<file path="config.mk">
export PLATFORM = sky130hd
export DESIGN_NAME = encoder_42_seq_flat
export DESIGN_NICKNAME = d
export VERILOG_FILES = /design/src/rtl/encoder_42_seq_if.sv /design/src/rtl/encoder_42_seq.sv /design/src/flat_wrapper.sv
export SDC_FILE = /design/constraint.sdc
export NUM_CORES = 1
export LEC_CHECK = 0
export CAP_MARGIN = 20
export CORE_AREA = 2 2 39 41
export CTS_CLUSTER_DIAMETER = 40
export DETAILED_ROUTE_END_ITERATION = 8
export DIE_AREA = 0 0 41 43
export MAX_ROUTING_LAYER = met4
export PLACE_DENSITY = 0.61
export RECOVER_POWER = 100
export SYNTH_ARGS = -nofsm -noshare
export SYNTH_HDL_FRONTEND = slang
export SYNTH_SLANG_ARGS = --single-unit
export TNS_END_PERCENT = 20
</file>
<file path="constraint.sdc">
create_clock -name clk -period 2.8 [get_ports clk]
set_clock_uncertainty 0.15 [all_clocks]
set_input_delay 0.56 -clock clk [delete_from_list [all_inputs] [get_ports clk]]
set_output_delay 0.56 -clock clk [all_outputs]
set_load 0.03 [all_outputs]
</file>
<file path="src/rtl/encoder_42_seq_if.sv">
// Bundle of request, acknowledge and code signals between a requester/consumer
// (master) and the 4-to-2 sequential priority encoder (slave).
interface encoder_42_seq_if;
    logic d3;
    logic d2;
    logic d1;
    logic d0;
    logic ack;
    logic w1;
    logic w0;
    logic valid;
    logic multi;

    // Requester/consumer side: drives requests and ack, observes the code.
    modport master (
        output d3, d2, d1, d0, ack,
        input  w1, w0, valid, multi
    );

    // Encoder side: observes requests and ack, presents the code.
    modport slave (
        input  d3, d2, d1, d0, ack,
        output w1, w0, valid, multi
    );
endinterface

</file>
<file path="src/rtl/encoder_42_seq.sv">
// Sequential 4-to-2 priority encoder with sticky pending requests.
// Requests accumulate in a pending register; when idle, the highest pending
// index is granted and held until acknowledged. Priority is fixed (d3 highest).
module encoder_42_seq (
    input  logic               clk,
    input  logic               reset,
    encoder_42_seq_if.slave    bus
);

    typedef enum logic {
        IDLE = 1'b0,
        HOLD = 1'b1
    } state_t;

    state_t      state_reg;
    state_t      state_next;
    logic [3:0]  p_reg;
    logic [3:0]  p_next;
    logic [1:0]  code_reg;
    logic [1:0]  code_next;
    logic        valid_reg;
    logic        valid_next;
    logic        multi_reg;
    logic        multi_next;

    logic [3:0]  d_vec;
    logic [3:0]  req_all;
    logic [3:0]  grant_oh;
    logic [1:0]  grant_code;
    logic        req_any;
    logic        req_multi;

    assign d_vec   = {bus.d3, bus.d2, bus.d1, bus.d0};
    // Requests visible this cycle: what is already pending plus what arrives now.
    assign req_all = p_reg | d_vec;
    assign req_any = |req_all;
    // Clearing the lowest set bit leaves something only if two or more are set.
    assign req_multi = |(req_all & (req_all - 4'd1));

    // A bit wins only if no higher-indexed bit is requesting.
    generate
        for (genvar gi = 0; gi < 4; gi++) begin : g_prio
            assign grant_oh[gi] = req_all[gi] & ~(|(req_all >> (gi + 1)));
        end
    endgenerate

    assign grant_code = {grant_oh[3] | grant_oh[2], grant_oh[3] | grant_oh[1]};

    // Next-state, pending and output-register update logic.
    always_comb begin
        state_next = state_reg;
        p_next     = req_all;
        code_next  = code_reg;
        valid_next = valid_reg;
        multi_next = multi_reg;
        unique case (state_reg)
            IDLE: begin
                if (req_any) begin
                    code_next  = grant_code;
                    multi_next = req_multi;
                    valid_next = 1'b1;
                    state_next = HOLD;
                end
            end
            HOLD: begin
                if (bus.ack) begin
                    // The served request is retired unless it is being
                    // re-asserted in the very cycle of the acknowledge.
                    p_next[code_reg] = d_vec[code_reg];
                    valid_next = 1'b0;
                    multi_next = 1'b0;
                    state_next = IDLE;
                end
            end
            default: begin
                state_next = IDLE;
            end
        endcase
    end

    // State and output registers; reset discards every pending request.
    always_ff @(posedge clk) begin
        if (reset) begin
            state_reg <= IDLE;
            p_reg     <= 4'b0000;
            code_reg  <= 2'b00;
            valid_reg <= 1'b0;
            multi_reg <= 1'b0;
        end else begin
            state_reg <= state_next;
            p_reg     <= p_next;
            code_reg  <= code_next;
            valid_reg <= valid_next;
            multi_reg <= multi_next;
        end
    end

    assign bus.w1    = code_reg[1];
    assign bus.w0    = code_reg[0];
    assign bus.valid = valid_reg;
    assign bus.multi = multi_reg;

endmodule

</file>
<file path="src/flat_wrapper.sv">
// flat-port wrapper written by rule: the top's interface ports become plain ports
module encoder_42_seq_flat 
  (clk, reset, bus_d3, bus_d2, bus_d1, bus_d0, bus_ack, bus_w1, bus_w0, bus_valid, bus_multi);
  encoder_42_seq_if bus_i ();
  input  logic clk;
  input  logic reset;
  input wire logic [$bits(bus_i.d3)-1:0] bus_d3;
  input wire logic [$bits(bus_i.d2)-1:0] bus_d2;
  input wire logic [$bits(bus_i.d1)-1:0] bus_d1;
  input wire logic [$bits(bus_i.d0)-1:0] bus_d0;
  input wire logic [$bits(bus_i.ack)-1:0] bus_ack;
  output wire logic [$bits(bus_i.w1)-1:0] bus_w1;
  output wire logic [$bits(bus_i.w0)-1:0] bus_w0;
  output wire logic [$bits(bus_i.valid)-1:0] bus_valid;
  output wire logic [$bits(bus_i.multi)-1:0] bus_multi;
  assign bus_i.d3 = bus_d3;
  assign bus_i.d2 = bus_d2;
  assign bus_i.d1 = bus_d1;
  assign bus_i.d0 = bus_d0;
  assign bus_i.ack = bus_ack;
  assign bus_w1 = bus_i.w1;
  assign bus_w0 = bus_i.w0;
  assign bus_valid = bus_i.valid;
  assign bus_multi = bus_i.multi;
  encoder_42_seq u_core (.clk(clk), .reset(reset), .bus(bus_i));
endmodule
</file>
Word level (Yosys, flattened, before mapping)
Index checks and enable logic that the tools add are counted.
{"block": "word_totals", "register_bits": 9, "in_bits": 7, "output_inout_bits": 4, "word_cells": 40}
{"block": "op_classes", "addsub": 1, "order_cmp": 2, "eq_ne": 2, "n_mux": 15, "bitwise": 9, "n_reduce_logical": 6}
{"operator": "$mux W4", "n": 2}
{"operator": "$reduce_or A4 Y1", "n": 2}
{"operator": "$mux W1", "n": 7}
{"operator": "$pmux W1 S2", "n": 3}
{"operator": "$and A4 B4 Y4", "n": 1}
{"operator": "$bwmux W4", "n": 1}
{"operator": "$or A4 B4 Y4", "n": 1}
{"operator": "$reduce_and A2 Y1", "n": 2}
{"operator": "$sub A4 B1 Y4 const B", "n": 1}
{"operator": "$lt A2 B3 Y1 const B", "n": 1}
{"operator": "$not A1 Y1", "n": 3}
{"operator": "$and A1 B1 Y1", "n": 2}
{"operator": "$bmux W1 S2", "n": 1}
{"operator": "$demux W1 S2", "n": 1}
{"operator": "$ge A2 B1 Y1 const B", "n": 1}
{"operator": "$ne A2 B1 Y1 const B", "n": 1}
{"operator": "$ne A2 B2 Y1 const B", "n": 1}
{"operator": "$or A1 B1 Y1", "n": 2}
{"operator": "$reduce_or A2 Y1", "n": 1}
{"operator": "$logic_and A1 B1 Y1", "n": 1}

Longest topological paths before layout
{"block": "logic_depth", "depth_word": 7, "ltp_mapped": 4}

Least setup slack after synthesis
No wires, ideal clock.
{"block": "synth_timing", "path_type": "input -> register", "startpoint": "input bus_d2", "endpoint": "register u_core.multi_reg, in the netlist u_core.bus.multi", "arrival_ns": 1.495, "setup_slack_ns": 1.024, "cell_stages": 4, "cell_sequence": "nor4_4 -> or4b_1 -> o211ai_2 -> a211oi_1"}
{"block": "synth_between", "elab_chain_len": 6, "word_cells_on_any_way": 9}
{"element": "from (decl)", "line_no": "flat_wrapper.sv:8", "text": "input wire logic [$bits(bus_i.d2)-1:0] bus_d2;"}
{"element": "$or A4 B4 Y4 *", "line_no": "encoder_42_seq.sv:35", "text": "assign req_all = p_reg | d_vec;"}
{"element": "$sub A4 B1 Y4", "line_no": "encoder_42_seq.sv:38", "text": "assign req_multi = |(req_all & (req_all - 4'd1));"}
{"element": "$and A4 B4 Y4", "line_no": "encoder_42_seq.sv:38"}
{"element": "$reduce_or A4 Y1", "line_no": "encoder_42_seq.sv:38"}
{"element": "$mux W1", "line_no": "encoder_42_seq.sv:58", "text": "if (req_any) begin"}
{"element": "$pmux W1 S2", "line_no": "encoder_42_seq.sv:56", "text": "unique case (state_reg)"}
{"element": "to (signal assigned)", "line_no": "encoder_42_seq.sv:94", "text": "multi_reg <= multi_next;"}
{"element": "to (decl)", "line_no": "encoder_42_seq.sv:23", "text": "logic multi_reg;"}
Every way passes the cells marked *; elsewhere a longest branch is shown, timed or not. The select of a mux whose other input is x is not followed.
A chain may end at the register's enable or synchronous reset.

Worst setup path in the final report
Same ends and word-level chain as after synthesis.

==> results.ini <==
[run_status]
status = finished clean

[timing]
hold_viol_final = 0
tns_ps = 0
fin_crit_ps = 2230
setup_violations = 0
max_freq_mhz = 449
rsz0062_at_grt = false
max_slew_margin_pct = 74.5
slew_violations = 0
worstMarginPinSlew_ps = 379
fin_crit_sh_pct = 79.6

[yosys]
yosys_warnings = 0
avgSynthCellArea_um2 = 8.89
synth_top_family_by_area = simple AND/OR/NAND/NOR gates
yosysSeqAreaShare_pct = 43.1
syn_area_um2 = 418
yosys.area_share.simple_pct = 30.8
synth_fa_ha_area_share_pct = 0
synth_seq_cells = 9
synth_cell_types = 22
synth_xor_area_share_pct = 2.10
synthesis.nets = 54
synthMuxAreaShare_pct = 0
synth_compound_area_share_pct = 21.3
netlist_instances = 47

[route]
drc = 0
finalWirelength_um = 925
wl_per_cell_um = 12.2
vias = 415
ant_nets = 0
drt-pass1-iter-count = 4
drt_iter0_drc = 6
viasPerCell = 5.46

[setup_path]
r2r_slack_ps = 1220
start_kind = input pin
worstSetupEndpointType = flop
timing_worst_setup_path_type = input pin to flop
rr_worst_depth = 4
critPathMaxFanout = 5
regToRegStartpoint = u_core.p_reg[3]$_SDFF_PP0_
critPathRequiredTime_ps = 2790
r2r-end = u_core.bus.multi$_SDFFE_PP0P_
critical_path_arrival_ps = 2220

[clock_tree]
cts_hold_buf = 0
clk_pin_slew_worst_paths_ps = 60
cts_max_level = 1
clk_latency_ps = 260
root_buffer = clkbuf_4
clockBufferDepth = 2
ctsResizeCount = 0
numCtsBuffers = 3
tritoncts = done
numClockSinks = 9
cts_setup_buffers = 0

[layout]
finalNonFillerCells = 76
final_cell_mix = nor2_1, dfxtp_1, a21oi_1
diodes = 0
areaGrowthSynthToFinish_pct = 32.9
layout-drive-gt1-share_pct = 10.0
largest_reg_flops = 4
multi_input_area_um2 = 221
nFillCells = 152
seq_area_um2 = 180
final_util_pct = 40.1
layout.nets = 68

[min_path]
hold_path.startpoint = u_core.bus.valid$_SDFFE_PP0P_
worstHoldPathCells = 2
min_path_type = flop to flop
min_to = u_core.bus.valid$_SDFFE_PP0P_

[place]
port_buffers = 10
dpl.cell_count = 72
finalWeightedCongestion = 0.778
post-dp-hpwl_um = 708

[die]
die_area_um2 = 1760
coreArea_um2 = 1380
placementRows = 14
ioPinCount = 11
start_util_pct = 30.2
fp.dieH_um = 43
die_w_um = 41

[global_routing]
grt_overflow_total = 0
antenna_found_initial = 0
grt_pass1_vias = 345
grt_use_total_pct = 13.5
grt_max_degree = 10
grt_pass1_wl_um = 1480

[power]
p_sw_share_pct = 28.9
pwr-share-clk_pct = 32.6
ir_drop_mv = 0.391
power.switching_uw = 89.8
power.density_nw_per_um2 = 559
combPwrFrac_pct = 19.1
leakage_uw = 0.000202
seq_power_share_pct = 48.4
p_int_uw = 221

[flow_run]
max_cap_violations = 0

-- per-stage QoR --
stage               hold slack (ps)  total power, uW  setup WS [ps]  area [um^2]
floorplan                       345              187           1020          418
global placement                332              215            466          534
detailed placement              335              216            403          534
CTS                             349              318            684          561
global route                    397              330            504          556
finish                          333              311            571          556
-- Yosys cell counts --
cell type  n  area (um^2)
clkbuf_1   1         3.75
nor4_2     1         12.5
nand4_1    1         6.26
or3_1      1         6.26
nand4b_1   2         17.5
or2_2      1         6.26
a31oi_1    1         6.26
a211oi_1   1         7.51
o211ai_2   1         12.5
or4b_1     1         10.0
nor2_1     9         33.8
xnor2_1    1         8.76
o211ai_1   1         7.51
nand2b_1   1         6.26
nand2_1    1         3.75
o311a_1    1         10.0
a21oi_1    8         40.0
nor4_4     1         21.3
inv_1      2         7.51
o21ai_0    1         5.00
dfxtp_1    9          180
nor3_1     1         5.00
-- final cells by class --
cell class,count,share of cell area (%)
inverter,2,1.35
sequential,9,32.4
clock buffer,4,4.73
timing repair buffer,10,18.0
multi-input combinational,35,39.9
tap,16,3.60
-- layer usage --
metal | vias to the layer above | wire [um] | global-route usage [%]
met5 | - | 0 | -
met4 | 0 | 18 | 6.00
met3 | 4 | 60 | 9.42
met2 | 14 | 411 | 17.2
met1 | 195 | 435 | 16.0
li1 | 202 | - | -
-- power by group through the flow --
stage / logic, uW / clock network (uW) / registers (uW)
final: 59.2 / 101 / 150
after global routing: 64.6 / 114 / 152
after CTS: 62.7 / 105 / 150
after detailed placement: 62.5 / 0 / 153
after global placement: 61.8 / 0 / 153
after floorplan: 25.3 / 0 / 162
-- kinds of logic after synthesis --
kind of cell | Yosys count
xor gates and xnor gates | 1
buffers and inverters | 3
AOI/OAI and AO/OA | 14
and+or+nand+nor | 20
DFF | 9
-- how the worst max path moves through the flow --
stage / start / end / cells after the start
final: bus_d2 / u_core.bus.multi$_SDFFE_PP0P_ / 5
after global routing: bus_d2 / u_core.bus.multi$_SDFFE_PP0P_ / 5
after CTS: bus_d2 / u_core.bus.multi$_SDFFE_PP0P_ / 5
after detailed placement: bus_d2 / u_core.bus.multi$_SDFFE_PP0P_ / 5
after global placement: bus_d2 / u_core.bus.multi$_SDFFE_PP0P_ / 5
after floorplan: bus_d2 / u_core.bus.multi$_SDFFE_PP0P_ / 4
-- worst max-delay path: stages --
cell	delay, ps
dlygate4sd3_1	610
nor4_4	380
or4b_1	470
o211ai_1	110
a211oi_1	90
(Power assumes the default switching activity.)
